==> src/rtl/mem_lsu.sv <==
// Load/store unit for the MEM stage: formats stores, extracts loads, and runs a
// single-outstanding IDLE/REQ/DONE handshake against the data memory.
module mem_lsu (
    input  logic        clk,
    input  logic        rst,
    input  logic        req_valid,
    input  logic        req_we,
    input  logic [2:0]  funct3,
    input  logic [31:0] addr,
    input  logic [31:0] st_data,
    output logic        dm_req,
    output logic        dm_we,
    output logic [31:0] dm_addr,
    output logic [31:0] dm_wdata,
    output logic [3:0]  dm_be,
    input  logic        dm_ack,
    input  logic [31:0] dm_rdata,
    output logic [31:0] ld_data,
    output logic        stall,
    output logic        misalign
);

    typedef enum logic [1:0] {IDLE, REQ, DONE} state_t;

    state_t      state_reg;
    logic        we_reg;
    logic [2:0]  funct3_reg;
    logic [1:0]  off_reg;
    logic        dm_req_reg;
    logic        dm_we_reg;
    logic [31:0] dm_addr_reg;
    logic [31:0] dm_wdata_reg;
    logic [3:0]  dm_be_reg;
    logic [31:0] ld_data_reg;
    logic        misalign_reg;

    logic        legal;
    logic        aligned;
    logic        accept;
    logic [3:0]  be_sb;
    logic [31:0] wdata_sb;
    logic [31:0] wdata_sh;
    logic [7:0]  rd_byte [4];
    logic [3:0]  be_next;
    logic [31:0] wdata_next;
    logic [7:0]  byte_sel;
    logic [15:0] half_sel;
    logic [31:0] ld_next;

    // BU/HU only exist as loads; 011/110/111 are unused encodings.
    always_comb begin
        legal = 1'b0;
        case (funct3)
            3'b000, 3'b001, 3'b010: legal = 1'b1;
            3'b100, 3'b101:         legal = !req_we;
            default:                legal = 1'b0;
        endcase
        aligned = 1'b1;
        case (funct3[1:0])
            2'b01:   aligned = !addr[0];
            2'b10:   aligned = (addr[1:0] == 2'b00);
            default: aligned = 1'b1;
        endcase
    end

    assign accept = (state_reg == IDLE) && req_valid && legal && aligned;
    assign stall  = !rst && (accept || (state_reg == REQ));

    genvar gi;
    generate
        for (gi = 0; gi < 4; gi++) begin : g_lane
            assign be_sb[gi]             = (addr[1:0] == 2'(gi));
            assign wdata_sb[8*gi +: 8]   = st_data[7:0];
            assign wdata_sh[8*gi +: 8]   = st_data[8*(gi%2) +: 8];
            assign rd_byte[gi]           = dm_rdata[8*gi +: 8];
        end
    endgenerate

    always_comb begin
        be_next    = 4'b1111;
        wdata_next = st_data;
        if (req_we) begin
            case (funct3[1:0])
                2'b00: begin
                    be_next    = be_sb;
                    wdata_next = wdata_sb;
                end
                2'b01: begin
                    be_next    = addr[1] ? 4'b1100 : 4'b0011;
                    wdata_next = wdata_sh;
                end
                default: begin
                    be_next    = 4'b1111;
                    wdata_next = st_data;
                end
            endcase
        end
    end

    // Lane selection uses the offset captured at accept, not the live address.
    always_comb begin
        byte_sel = rd_byte[off_reg];
        half_sel = off_reg[1] ? dm_rdata[31:16] : dm_rdata[15:0];
        case (funct3_reg)
            3'b000:  ld_next = {{24{byte_sel[7]}}, byte_sel};
            3'b001:  ld_next = {{16{half_sel[15]}}, half_sel};
            3'b100:  ld_next = {24'h0, byte_sel};
            3'b101:  ld_next = {16'h0, half_sel};
            default: ld_next = dm_rdata;
        endcase
    end

    always_ff @(posedge clk) begin
        if (rst) begin
            state_reg    <= IDLE;
            we_reg       <= 1'b0;
            funct3_reg   <= 3'b000;
            off_reg      <= 2'b00;
            dm_req_reg   <= 1'b0;
            dm_we_reg    <= 1'b0;
            dm_addr_reg  <= 32'h0;
            dm_wdata_reg <= 32'h0;
            dm_be_reg    <= 4'h0;
            ld_data_reg  <= 32'h0;
            misalign_reg <= 1'b0;
        end else begin
            misalign_reg <= (state_reg == IDLE) && req_valid && !(legal && aligned);
            case (state_reg)
                IDLE: begin
                    if (accept) begin
                        we_reg       <= req_we;
                        funct3_reg   <= funct3;
                        off_reg      <= addr[1:0];
                        dm_req_reg   <= 1'b1;
                        dm_we_reg    <= req_we;
                        dm_addr_reg  <= {addr[31:2], 2'b00};
                        dm_wdata_reg <= wdata_next;
                        dm_be_reg    <= be_next;
                        state_reg    <= REQ;
                    end
                end
                REQ: begin
                    if (dm_ack) begin
                        dm_req_reg <= 1'b0;
                        state_reg  <= DONE;
                        if (!we_reg) begin
                            ld_data_reg <= ld_next;
                        end
                    end
                end
                DONE: begin
                    state_reg <= IDLE;
                end
                default: begin
                    state_reg <= IDLE;
                end
            endcase
        end
    end

    assign dm_req   = dm_req_reg;
    assign dm_we    = dm_we_reg;
    assign dm_addr  = dm_addr_reg;
    assign dm_wdata = dm_wdata_reg;
    assign dm_be    = dm_be_reg;
    assign ld_data  = ld_data_reg;
    assign misalign = misalign_reg;

endmodule

==> config.mk <==
export PLATFORM = sky130hd
export DESIGN_NAME = mem_lsu
export DESIGN_NICKNAME = d
export VERILOG_FILES = /design/src/rtl/mem_lsu.sv
export SDC_FILE = /design/constraint.sdc
export NUM_CORES = 1
export LEC_CHECK = 0
export CELL_PAD_IN_SITES_DETAIL_PLACEMENT = 0
export CELL_PAD_IN_SITES_GLOBAL_PLACEMENT = 1
export CORE_AREA = 5 5 143 145
export CTS_CLUSTER_DIAMETER = 200
export DETAILED_ROUTE_END_ITERATION = 8
export DIE_AREA = 0 0 148 150
export PLACE_DENSITY = 0.79
export SLEW_MARGIN = 20
export SYNTH_ARGS = -nofsm -noshare
export SYNTH_HDL_FRONTEND = slang
export SYNTH_SLANG_ARGS = --single-unit
==> constraint.sdc <==
create_clock -name clk -period 2.1 [get_ports clk]
set_input_delay 0.42 -clock clk [delete_from_list [all_inputs] [get_ports clk]]
set_output_delay 0.42 -clock clk [all_outputs]
set_load 0.02 [all_outputs]
==> results by group <==
Outcome
  – Status: finished, violations left
  – Violated checks: setup timing

Logic synthesis
  – Top_reg_cell synth: dfxtp_1
  – Post-synth ARST share: 0%
  – Mean Syn Cell Area: 9.31 um2
  – Register area share after synthesis: 38.5%
  – Synth unique cells: 39
  – Seq cells post-synth: 108
  – Post-synth EDFFs: 0
  – Post-synthesis cell area: 5620 um2
  – Post-Syn Instances: 604
  – YS warnings: 0

Clocking
  – Clk slew on worst S/H paths: 0.07 ns
  – CTS tree: yes
  – Longest Clk Path Bufs: 2
  – H-tree depth: 3
  – Cts-stage hold buffer count: 0
  – Clock latency on the worst-skew pair: 0.35 ns
  – CTS Buf Count: 9
  – Sinks on Clock Net: 108
  – Clock root cell: clkbuf_16

Critical path
  – Startpoint Class: input pin
  – Slowest CP cell: a211o_1
  – CP cell instances: dlygate4sd2_1 > inv_2 > ha_4 > o21bai_2 > a211o_1 > a21o_4 > a21oi_4 > buf_6
  – Req. time, crit path: 1.68 ns
  – RR Startpoint: state_reg[0]
  – Worst stage delay on the critical path: 0.29 ns
  – Reg2Reg Setup Slack: 0.11 ns
  – Reg2reg end: dm_be[2]
  – CP endpoint kind: output pin
  – Worst-path maximum fanout: 3
  – R2R depth: 5
  – CP Class: in2out
  – CP Data Arrival Time: 1.82 ns

Layout
  – Layout Nets: 914
  – Register area: 2160 um2
  – Filler cells: 1818
  – Area of the multi-input gates: 3220 um2
  – Syn-to-layout area delta: 49.2%
  – Final Core Density: 44.0%
  – Layout cell share with drive strength beyond 1: 14.0%

Global route
  – Vias in the first global route: 4871
  – Initial antenna violation count: 5
  – First-pass GRT wire length: 26600 um
  – Grt ovf: 0
  – Largest net degree at the start of global routing: 181
  – Total Routing Usage GR: 15.0%

Worst hold path
  – Hold Startpoint: dm_req
  – Min-delay worst type: reg2reg
  – Hold depth: 2
  – Worst hold endpoint: dm_req

Timing
  – RSZ-0062 raised after global routing: true
  – Final setup violating endpoints: 20
  – Fmax: 0.446 GHz
  – Final setup TNS: -0.405 ns
  – Fin crit share: 107%
  – Clk_skew: 0.00444 ns
  – Post-layout min period: 2.24 ns
  – Relative slew margins: 56.5%
  – Final worst slack: -0.143 ns
  – Worst-margin pin slew: 0.653 ns
  – Fin. Hold Viols: 0
  – Count of final max-slew check failures: 0

Power and ir drop
  – Seq pwr share: 44.0%
  – Clock Power Share: 34.5%
  – PwrDens: 589 nW/um2
  – VDD IR max: 349 uV
  – Lkg Pwr: 3.02 nW
  – Switching portion of total power: 26.6%
  – Pint: 3.63 mW
  – Comb pwr share: 21.6%
  – Net switching power: 1.31 mW

Floorplan
  – Starting Density: 29.5%
  – Core area: 19100 um2
  – I/O Pins: 208
  – Die X: 148 um
  – Row cnt: 51
  – Die area: 22200 um2
  – Die Y: 150 um

Detailed routing
  – Drt total wl: 17300 um
  – Via count: 4982
  – Antenna viol nets, final: 0
  – First-pass DRT Iterations: 4
  – # DRC: 0
  – 1st-iter DRT viols: 225
  – Routed vias/inst: 4.74
  – WL/cell: 16.5 um

Placed design
  – Dpl hpwl: 12500 um
  – IO Port Bufs: 205
  – RePlAce Congestion: 0.784

Run
  – Max-cap viol count: 0
-- logic make-up (layout without fill, tap and decap cells) --
group / after synthesis / in the layout / share of synthesized area (%)
flops: 108 / 108 / 38.5
fa+ha+maj: 3 / 3 / 0.668
buf+inv: 58 / 265 / 5.41
mux: 88 / 88 / 18.6
simple gates: 245 / 245 / 23.5
compound gates: 101 / 101 / 13.2
other cells: 1 / 3 / 0.0667
-- area by class of cell --
| cell class | count | area share (%) |
|---|---|---|
| Clock buffer | 11 | 2.77 |
| Timing Repair Buffer | 244 | 28.6 |
| Antenna cell | 1 | 0.0298 |
| Tap cell | 238 | 3.55 |
| Sequential cell | 108 | 25.8 |
| Inverter | 5 | 0.224 |
| Clock inverter | 5 | 0.626 |
| Multi-Input combinational cell | 439 | 38.4 |
-- through the flow --
stage	hold slack, ns	cell area [um2]	std cells	power [mW]	setup slack (ns)
floorplan	0.462	5640	605	2.77	0.00799
global placement	0.448	8060	1032	3.28	-0.851
detailed placement	0.463	8060	1032	3.28	-0.890
CTS	0.477	8390	1050	5.02	-0.154
global route	0.493	8390	1051	5.17	-0.193
finish	0.470	8390	1051	4.95	-0.143
-- Yosys cell counts, types with 3 or more instances --
library cell	instances	area (um2)
a2111oi_0	7	61.3
a211oi_1	19	143
a21oi_1	16	80.1
a22o_1	9	78.8
a22oi_1	23	173
a311oi_1	7	61.3
and2_1	7	43.8
buf_1	3	11.3
buf_2	6	30.0
buf_4	3	22.5
buf_6	9	101
clkbuf_1	32	120
dfxtp_1	108	2160
ha_1	3	37.5
inv_1	5	18.8
mux2_2	15	169
mux2_4	27	405
mux2i_1	45	450
nand2_1	42	158
nand2b_1	92	576
nor2_1	52	195
nor2b_1	31	194
nor3b_1	14	105
o21ai_0	10	50.1
-- layout by cell type, fill, tap and decap left out, types with 2 or more instances in the layout --
cell             Yosys  final
nor3b_1             14     14
a311oi_1             7      7
a21oi_1             16     14
a22o_1               9      9
nor2b_1             31     31
o21ai_0             10     10
clkbuf_16            0      9
nor3_1               2      2
ha_4                 0      2
a22oi_1             23     23
conb_1               1      2
a221oi_1             2      2
buf_12               0      5
a21oi_4              1      3
and2_1               7      7
nand2_1             42     42
clkdlybuf4s50_1      0    199
nor2_1              52     52
dlygate4sd2_1        0      4
dfxtp_1            108    106
clkinv_2             0      3
a2111oi_0            7      7
buf_4                3     35
nand3b_1             2      2
nand2b_1            92     92
mux2_4              27     27
a211oi_1            19     19
inv_1                5      3
clkbuf_1            32      2
mux2i_1             45     45
dfxtp_2              0      2
inv_2                0      2
mux2_2              15     15
-- worst max-delay path: cells and delay by family --
family                     cells  cell delay, ns
AOI/OAI and AO/OA              4            0.72
buffers and inverters          3            0.52
adders and majority gates      1            0.16
-- layer usage --
metal,track usage [%],vias up,share of wire (%)
met3,5.78,27,9.0
met4,5.68,6,2.0
met2,22.6,181,43
li1,-,2473,-
met5,0,-,0.19
met1,19.4,2295,46
-- repair_timing --
action                                  4_1_cts  5_1_grt
resized for setup                            21        0
endpoints found under the hold margin         0        0
pin swaps                                     3        0
setup buffers                                 2        0
endpoints found under the setup margin       66       29
-- power by group through the flow --
stage / registers, mW / logic [mW] / clock network [mW]
5_1_grt: 2.19 / 1.15 / 1.84
6_report: 2.17 / 1.07 / 1.70
2_1_floorplan: 2.31 / 0.454 / 0
4_1_cts: 2.17 / 1.07 / 1.77
3_3_place_gp: 2.22 / 1.06 / 0
3_5_place_dp: 2.22 / 1.06 / 0
-- worst max path at each step --
stage | from | end | cells past startpoint
floorplan | funct3[1] | stall | 8
global placement | funct3[0] | stall | 8
detailed placement | funct3[0] | stall | 8
CTS | state_reg[0] | stall | 5
global route | state_reg[0] | stall | 5
finish | funct3[0] | stall | 8
Power figures use the tool's default switching activity.
